==> config.mk <==
export PLATFORM = sky130hd
export DESIGN_NAME = vga_pixel_fifo
export DESIGN_NICKNAME = d
export VERILOG_FILES = /design/src/rtl/vga_pixel_fifo.sv
export SDC_FILE = /design/constraint.sdc
export NUM_CORES = 1
export LEC_CHECK = 0
export ABC_CLOCK_PERIOD_IN_PS = 3350
export CORE_AREA = 2 2 153 155
export DETAILED_ROUTE_END_ITERATION = 6
export DIE_AREA = 0 0 155 157
export MAX_ROUTING_LAYER = met4
export PLACE_DENSITY = 0.68
export SLEW_MARGIN = 15
export SYNTH_ARGS = -nofsm -noshare
export SYNTH_HDL_FRONTEND = slang
export SYNTH_SLANG_ARGS = --single-unit
==> constraint.sdc <==
create_clock -name clk -period 3.35 [get_ports clk]
set_input_delay 0.67 -clock clk [delete_from_list [all_inputs] [get_ports clk]]
set_output_delay 0.67 -clock clk [all_outputs]
set_load 0.005 [all_outputs]
==> src/rtl/vga_pixel_fifo.sv <==
// rtl/vga_pixel_fifo.sv - Avalon-MM write buffer feeding the VGA pixel serializer
// CPU-written 16-bit pixel words drain over a valid/ready stream; status, level and low-water irq.
module vga_pixel_fifo #(
  parameter int DEPTH     = 16,
  parameter int LOW_WATER = 4
) (
  input  logic        clk,
  input  logic        reset,
  input  logic        chipselect,
  input  logic [1:0]  address,
  input  logic        write,
  input  logic [15:0] writedata,
  input  logic        read,
  output logic [15:0] readdata,
  output logic [15:0] out_data,
  output logic        out_valid,
  input  logic        out_ready,
  output logic        irq
);

  localparam int AW = $clog2(DEPTH);
  localparam int LW = AW + 1;

  localparam logic [1:0] ADDR_DATA   = 2'd0;
  localparam logic [1:0] ADDR_CTRL   = 2'd1;
  localparam logic [1:0] ADDR_STATUS = 2'd2;
  localparam logic [1:0] ADDR_LEVEL  = 2'd3;

  localparam logic [LW-1:0] LEVEL_FULL = LW'(DEPTH);
  localparam logic [LW-1:0] LEVEL_LOW  = LW'(LOW_WATER);

  logic [15:0]   r_mem [DEPTH];
  logic [AW-1:0] r_rd_ptr;
  logic [AW-1:0] r_wr_ptr;
  logic [LW-1:0] r_level;
  logic          r_en;
  logic          r_irqen;
  logic          r_ovf;
  logic          r_unf;
  logic [15:0]   r_readdata;

  logic w_bus_wr;
  logic w_bus_rd;
  logic w_data_wr;
  logic w_ctrl_wr;
  logic w_stat_wr;
  logic w_clr;
  logic w_empty;
  logic w_full;
  logic w_push;
  logic w_pop;
  logic w_ovf_set;
  logic w_unf_set;

  assign w_bus_wr  = chipselect & write;
  assign w_bus_rd  = chipselect & read;
  assign w_data_wr = w_bus_wr & (address == ADDR_DATA);
  assign w_ctrl_wr = w_bus_wr & (address == ADDR_CTRL);
  assign w_stat_wr = w_bus_wr & (address == ADDR_STATUS);
  assign w_clr     = w_ctrl_wr & writedata[1];

  assign w_empty = (r_level == '0);
  assign w_full  = (r_level == LEVEL_FULL);

  assign out_valid = r_en & ~w_empty;
  assign out_data  = r_mem[r_rd_ptr];
  assign readdata  = r_readdata;
  assign irq       = r_irqen & r_en & (r_level <= LEVEL_LOW);

  // Full is judged on the pre-edge level, so a same-cycle pop never rescues a write.
  assign w_push    = w_data_wr & ~w_full & ~w_clr;
  assign w_pop     = out_valid & out_ready & ~w_clr;
  assign w_ovf_set = w_data_wr & w_full;
  assign w_unf_set = r_en & out_ready & w_empty;

  always_ff @(posedge clk) begin
    if (w_push) begin
      r_mem[r_wr_ptr] <= writedata;
    end
  end

  always_ff @(posedge clk or posedge reset) begin
    if (reset) begin
      r_rd_ptr <= '0;
      r_wr_ptr <= '0;
      r_level  <= '0;
    end else if (w_clr) begin
      r_rd_ptr <= '0;
      r_wr_ptr <= '0;
      r_level  <= '0;
    end else begin
      if (w_push) begin
        r_wr_ptr <= r_wr_ptr + 1'b1;
      end
      if (w_pop) begin
        r_rd_ptr <= r_rd_ptr + 1'b1;
      end
      if (w_push && !w_pop) begin
        r_level <= r_level + 1'b1;
      end else if (w_pop && !w_push) begin
        r_level <= r_level - 1'b1;
      end
    end
  end

  always_ff @(posedge clk or posedge reset) begin
    if (reset) begin
      r_en    <= 1'b0;
      r_irqen <= 1'b0;
    end else if (w_ctrl_wr) begin
      r_en    <= writedata[0];
      r_irqen <= writedata[2];
    end
  end

  // Sticky flags: a set in the same cycle as a software clear wins.
  always_ff @(posedge clk or posedge reset) begin
    if (reset) begin
      r_ovf <= 1'b0;
      r_unf <= 1'b0;
    end else begin
      if (w_ovf_set) begin
        r_ovf <= 1'b1;
      end else if (w_stat_wr && writedata[2]) begin
        r_ovf <= 1'b0;
      end
      if (w_unf_set) begin
        r_unf <= 1'b1;
      end else if (w_stat_wr && writedata[3]) begin
        r_unf <= 1'b0;
      end
    end
  end

  always_ff @(posedge clk or posedge reset) begin
    if (reset) begin
      r_readdata <= '0;
    end else if (w_bus_rd) begin
      case (address)
        ADDR_DATA:   r_readdata <= '0;
        ADDR_CTRL:   r_readdata <= {13'd0, r_irqen, 1'b0, r_en};
        ADDR_STATUS: r_readdata <= {12'd0, r_unf, r_ovf, w_full, w_empty};
        ADDR_LEVEL:  r_readdata <= {{(16-LW){1'b0}}, r_level};
        default:     r_readdata <= '0;
      endcase
    end
  end

endmodule

# Word-level counts from Yosys, hierarchy flattened
# Memories as Yosys holds them, arrays and structs flattened.
# Index checks and enable logic that the tools add are counted.
[totals]
register_bits = 33
mem_bits_rw = 256
input_bits = 24
output_inout_bits = 34
word_cells = 64
memories = 1
[op_classes]
add_sub_neg = 4
magnitude_cmp = 1
eq_ne = 4
n_mux = 14
bitwise_logic = 19
n_reduce_logical = 13
[memory_table]
columns = ["memory", "words", "width", "rd", "rd_clocked_by_memory_dff", "write_ports", "line", "text"]
rows = [
  ["r_mem", 16, 16, 1, 0, 1, "32", "logic [15:0] r_mem [DEPTH];"],
]
[op_table]
columns = ["operator", "n"]
rows = [
  ["$pmux W16 S4", 1],
  ["$and A1 B1 Y1", 16],
  ["$mux W4", 4],
  ["$mux W5", 3],
  ["$add A4 B1 Y4 const B", 2],
  ["$reduce_bool A2 Y1", 4],
  ["$mux W1", 6],
  ["$add A5 B1 Y5 const B", 1],
  ["$eq A5 B5 Y1 const B", 1],
  ["$le A5 B3 Y1 const B", 1],
  ["$logic_not A5 Y1", 1],
  ["$sub A5 B1 Y5 const B", 1],
  ["$eq A2 B2 Y1 const B", 2],
  ["$logic_and A1 B1 Y1", 4],
  ["$not A1 Y1", 3],
  ["$reduce_bool A3 Y1", 1],
  ["$eq A2 B1 Y1 const B", 1],
  ["$logic_not A1 Y1", 2],
  ["$logic_not A2 Y1", 1],
]

# Longest topological paths before layout
[depth]
depth_word = 10
ltp_mapped = 10
mapped_depth_nobuf = 9

# Worst setup path before layout
# Ideal clock, no wire load.
[synth_path]
path_kind = "input -> register"
start = "in address[0]"
end = "reg r_level[4]"
setup_ns = 0.101
t_arrival_ns = 2.656
required_ns = 3.249
setup_slack_ns = 0.593
stages = 10
n_path_buf = 1
cell_sequence = "buf_2 > nand3b_4 > a211oi_2 > o21ai_2 > fa_1 > a21o_1 > a21oi_1 > nand3_1 > o21a_1 > o311ai_2"
[synth_via]
elab_chain_len = 9
word_cells_on_any_way = 16
cone_classes = "eq/ne (1); mux (2); bitwise (7); reduce/logical (6)"
[synth_rtl]
columns = ["item", "line", "text"]
rows = [
  ["start: declaration", "10", "input logic [1:0] address,"],
  ["$eq A2 B1 Y1", "58", "assign w_ctrl_wr = w_bus_wr & (address == ADDR_CTRL);"],
  ["$and A1 B1 Y1", "58", ""],
  ["$and A1 B1 Y1", "60", "assign w_clr = w_ctrl_wr & writedata[1];"],
  ["$not A1 Y1", "71, 72", ""],
  ["$and A1 B1 Y1", "72", "assign w_pop = out_valid & out_ready & ~w_clr;"],
  ["$logic_not A1 Y1", "98", "if (w_push && !w_pop) begin"],
  ["$logic_and A1 B1 Y1", "98", ""],
  ["$mux W5", "98", ""],
  ["$mux W5", "87", "end else if (w_clr) begin"],
  ["end signal: assignment", "99", "r_level <= r_level + 1'b1;"],
  ["end signal: assignment", "101", "r_level <= r_level - 1'b1;"],
  ["end: declaration", "35", "logic [LW-1:0] r_level;"],
]
# Parallel ways exist; a longest one is shown, timed or not.
# A chain may end at the register's enable or synchronous reset.

# Worst setup path after layout
[layout_path]
start = "reg r_rd_ptr[0]"
end = "out out_data[3]"
[layout_via]
elab_chain_len = 1
[layout_rtl]
columns = ["item", "line", "text"]
rows = [
  ["start: declaration", "33", "logic [AW-1:0] r_rd_ptr;"],
  ["start signal: assignment", "96", "r_rd_ptr <= r_rd_ptr + 1'b1;"],
  ["$mem_v2 Z16 W16", "-", ""],
  ["end: declaration", "15", "output logic [15:0] out_data,"],
]
# No other way between the ends.

==> key figures <==
Logic synthesis
  • Syn Inst Count: around 520
  • Count of cell types in the netlist: 46
  • Dominant synthesized flop cell: edfxtp_1
  • Sequential area share after synthesis: 73.3%
  • YS warnings: 0
  • Post-synth EDFFs: between 200 and 300
  • Post-synthesis simple-gate area fraction: 3.17%
  • Post-synth ARST share: 7.91%
  • Post-synthesis mux area share: about 17%
  • Synth Area in XOR/XNOR: less than 1%
  • Combinational family with the most area after synthesis: multiplexers
  • Post-synthesis register bit count: approximately 280
  • Synth Area in Compound Gates: about 1.8%
  • Syn avg cell area: 21.8 um2
  • Synth Area in Adders: approximately 1.2%
  • Post-Syn Area: between 0.01 and 0.015 mm2

Clocking
  • Root buf cell: clkbuf_16
  • Longest Clk Path Bufs: 3
  • H-tree lvl count: 1
  • Clk pin slew, worst setup/hold paths: 0.06 ns
  • CTS Buf Count: 28
  • Skew-Pair Late Insertion Delay: 0.53 ns
  • CTS Sinks: between 200 and 300
  • Hold Buf Count CTS: 0
  • CTS tree: done

Worst setup path
  • Reg-to-reg startpoint: r_level[0]
  • Ordered list of cells on the worst path: buf_8, buf_12, mux4_2, mux4_2, dlygate4sd2_1
  • CP Launch Point: r_rd_ptr[0]
  • CP bufs+invs: 3
  • Setup slack, reg-to-reg: about 0.43 ns
  • Levels on crit path: 5
  • FF-to-FF path depth: 9
  • Worst Path Required: roughly 2.7 ns
  • FF-to-FF End: r_level[4]
  • Top delay family on crit path: multiplexers
  • CP arrival: 2.61 ns
  • Startpoint Class: flop
  • Crit Path Class: reg -> out
  • Largest stage delay, worst path: 0.52 ns
  • Critical Path Sink Type: output port
  • Critical path's slowest cell: mux4_2
  • Worst setup endpoint: out_data[3]
  • Worst-path fanout max: 11
  • Most used cell, CP: mux4_2

Pwr
  • Clock share of power: between 30% and 40%
  • Design internal power: about 0.0075 W
  • Sequential share of power: about two fifths
  • Comb pwr share: around 27%
  • PD cells: 754 mW/mm2
  • Switching power of the nets: 0.00250 W
  • Switching share of total power: about 25%
  • Peak supply drop: around 450 uV
  • Leak Pwr: approximately 4.5 nW

Drt
  • Vias: between 5000 and 6000
  • First-pass DRT Iterations: 4
  • Post-route ant nets: 0
  • # DRC: 0
  • Vias per cell: 5.75
  • Routed WL per cell: between 20 and 25 um
  • WL final: 22000 um
  • 1st-iter DRT viols: approximately 530

Place
  • Count of input and output buffers: 46
  • Placer Congestion: 0.791
  • Post-DP HPWL: between 10000 and 15000 um
  • Placed Cells: ~850

STA
  • RSZ-0062 raised after global routing: no
  • Setup tns final: 0 ns
  • Tmin final: 3.28 ns
  • Worst Tran Pin Value: between 0.8 and 0.9 ns
  • Setup violators final: 0
  • Final hold violations: 0
  • Clk_skew: about 0.0089 ns
  • Maximum clock frequency: slightly above 300 MHz
  • Slew Limit Fails: 0
  • Worst slew margin: between 40% and 50%
  • Tcrit/Tclk final: a little over nine tenths

Die
  • Row count: between 50 and 60
  • Core Area: about 0.023 mm2
  • Overall die height: between 150 and 200 um
  • Die X: 155 um
  • Die area: about 0.024 mm2
  • I/O Pins: 58
  • Starting density of the core: 49.9%

Layout
  • Ant diodes: 0
  • Layout cells sized above 1: around a quarter
  • P&R area growth vs syn: 17.9%
  • Post-Layout Cell Count: approximately 920
  • Most common cell after layout, fill and taps aside: edfxtp_1
  • Nets: 643
  • Commonest cells after routing, fill and taps aside: edfxtp_1 (256), mux4_2 (68), clkdlybuf4s50_1 (30), buf_4 (30), clkbuf_16 (29)

Global routing
  • Total track usage: a little under a fifth
  • Vias in the first global route: ~5600
  • First-pass GRT wire length: 33400 um
  • Initial antenna violation count: 0
  • Pin count of the biggest net entering global routing: 35
  • Total congestion overflow: 0

Status
  • Outcome: completed

Min path
  • Worst hold path class: reg -> reg

Flow run
  • MaxCap Viol Count: 0
==> cell type report <==
class	instances	area, um2
inverters	4	15.0
fillers	1608	9260
flip-flops and latches	278	8240
clock inverters	18	226
clock buffers	34	744
repair buffers	89	922
multi-input cells	208	2740
well taps	285	357
==> state kept, by name, summed over array words and instances, names as in the netlist <==
| register | count |
|---|---|
| r_unf | 1 |
| readdata | 5 |
| r_wr_ptr | 4 |
| r_irqen | 1 |
| r_ovf | 1 |
| r_en | 1 |
| r_level | 5 |
| r_rd_ptr | 4 |
| r_mem | 256 |
==> cells in the mapped netlist (5+ instances only) <==
cell type,instances,share of area [%]
buf_4,14,0.94
o21ai_0,8,0.36
mux2_2,5,0.50
and4_1,6,0.47
xor2_1,6,0.47
buf_2,11,0.49
nor2_1,13,0.43
dfrtp_1,22,4.9
mux4_2,67,13
nand3_1,7,0.31
edfxtp_1,256,68
mux4_1,13,3.0
nand2_1,18,0.60
ha_1,9,1.0
and2_1,9,0.50
==> per-layer routing <==
metal	up-vias	routed length [um]	GRT usage, %
met3	25	1170	2.48
met2	153	11100	30.9
met4	0	278	4.54
met5	-	0	-
li1	2316	-	-
met1	2770	9470	26.4
==> cell families (layout without fill, tap and decap cells) <==
group	after synthesis	after routing
flops	278	278
mux	88	88
simple gates	64	64
buf+inv	40	145
compound gates	28	28
fa+ha+maj	10	10
xor+xnor	7	7
other cells	1	11
==> power groups by stage <==
stage / clock network [W] / logic (W) / registers (W)
floorplan: 0 / 0.00184 / 0.00406
global placement: 0 / 0.00253 / 0.00419
detailed placement: 0 / 0.00256 / 0.00420
CTS: 0.00328 / 0.00272 / 0.00406
global route: 0.00343 / 0.00290 / 0.00407
finish: 0.00322 / 0.00270 / 0.00406
==> through the flow <==
step	power [W]	utilization, %	setup WS, ns	hold WS, ns	cell area, um2
after floorplan	0.00591	-	0.593	0.465	11300
after global placement	0.00672	54.0	0.160	0.478	12100
after detailed placement	0.00676	54.0	0.0301	0.481	12100
after CTS	0.0101	58.8	0.0174	0.493	13200
after global routing	0.0104	58.9	0.0117	0.527	13200
final	0.00998	58.9	0.0727	0.488	13200
==> worst min path at each step <==
stage / start / to / slack (ns) / cells after the start
floorplan: r_ovf / r_ovf / 0.46 / 2
global placement: readdata[4] / readdata[4] / 0.48 / 2
detailed placement: r_unf / r_unf / 0.48 / 1
CTS: r_unf / r_unf / 0.49 / 1
global route: r_unf / r_unf / 0.53 / 1
finish: r_unf / r_unf / 0.49 / 1
==> repair_timing <==
| action | CTS | global route |
|---|---|---|
| setup buffers | 9 | 2 |
| endpoints found under the setup margin | 16 | 5 |
| resized for setup | 22 | 5 |
| gates cloned | 1 | 0 |
Power figures use the tool's default switching activity.
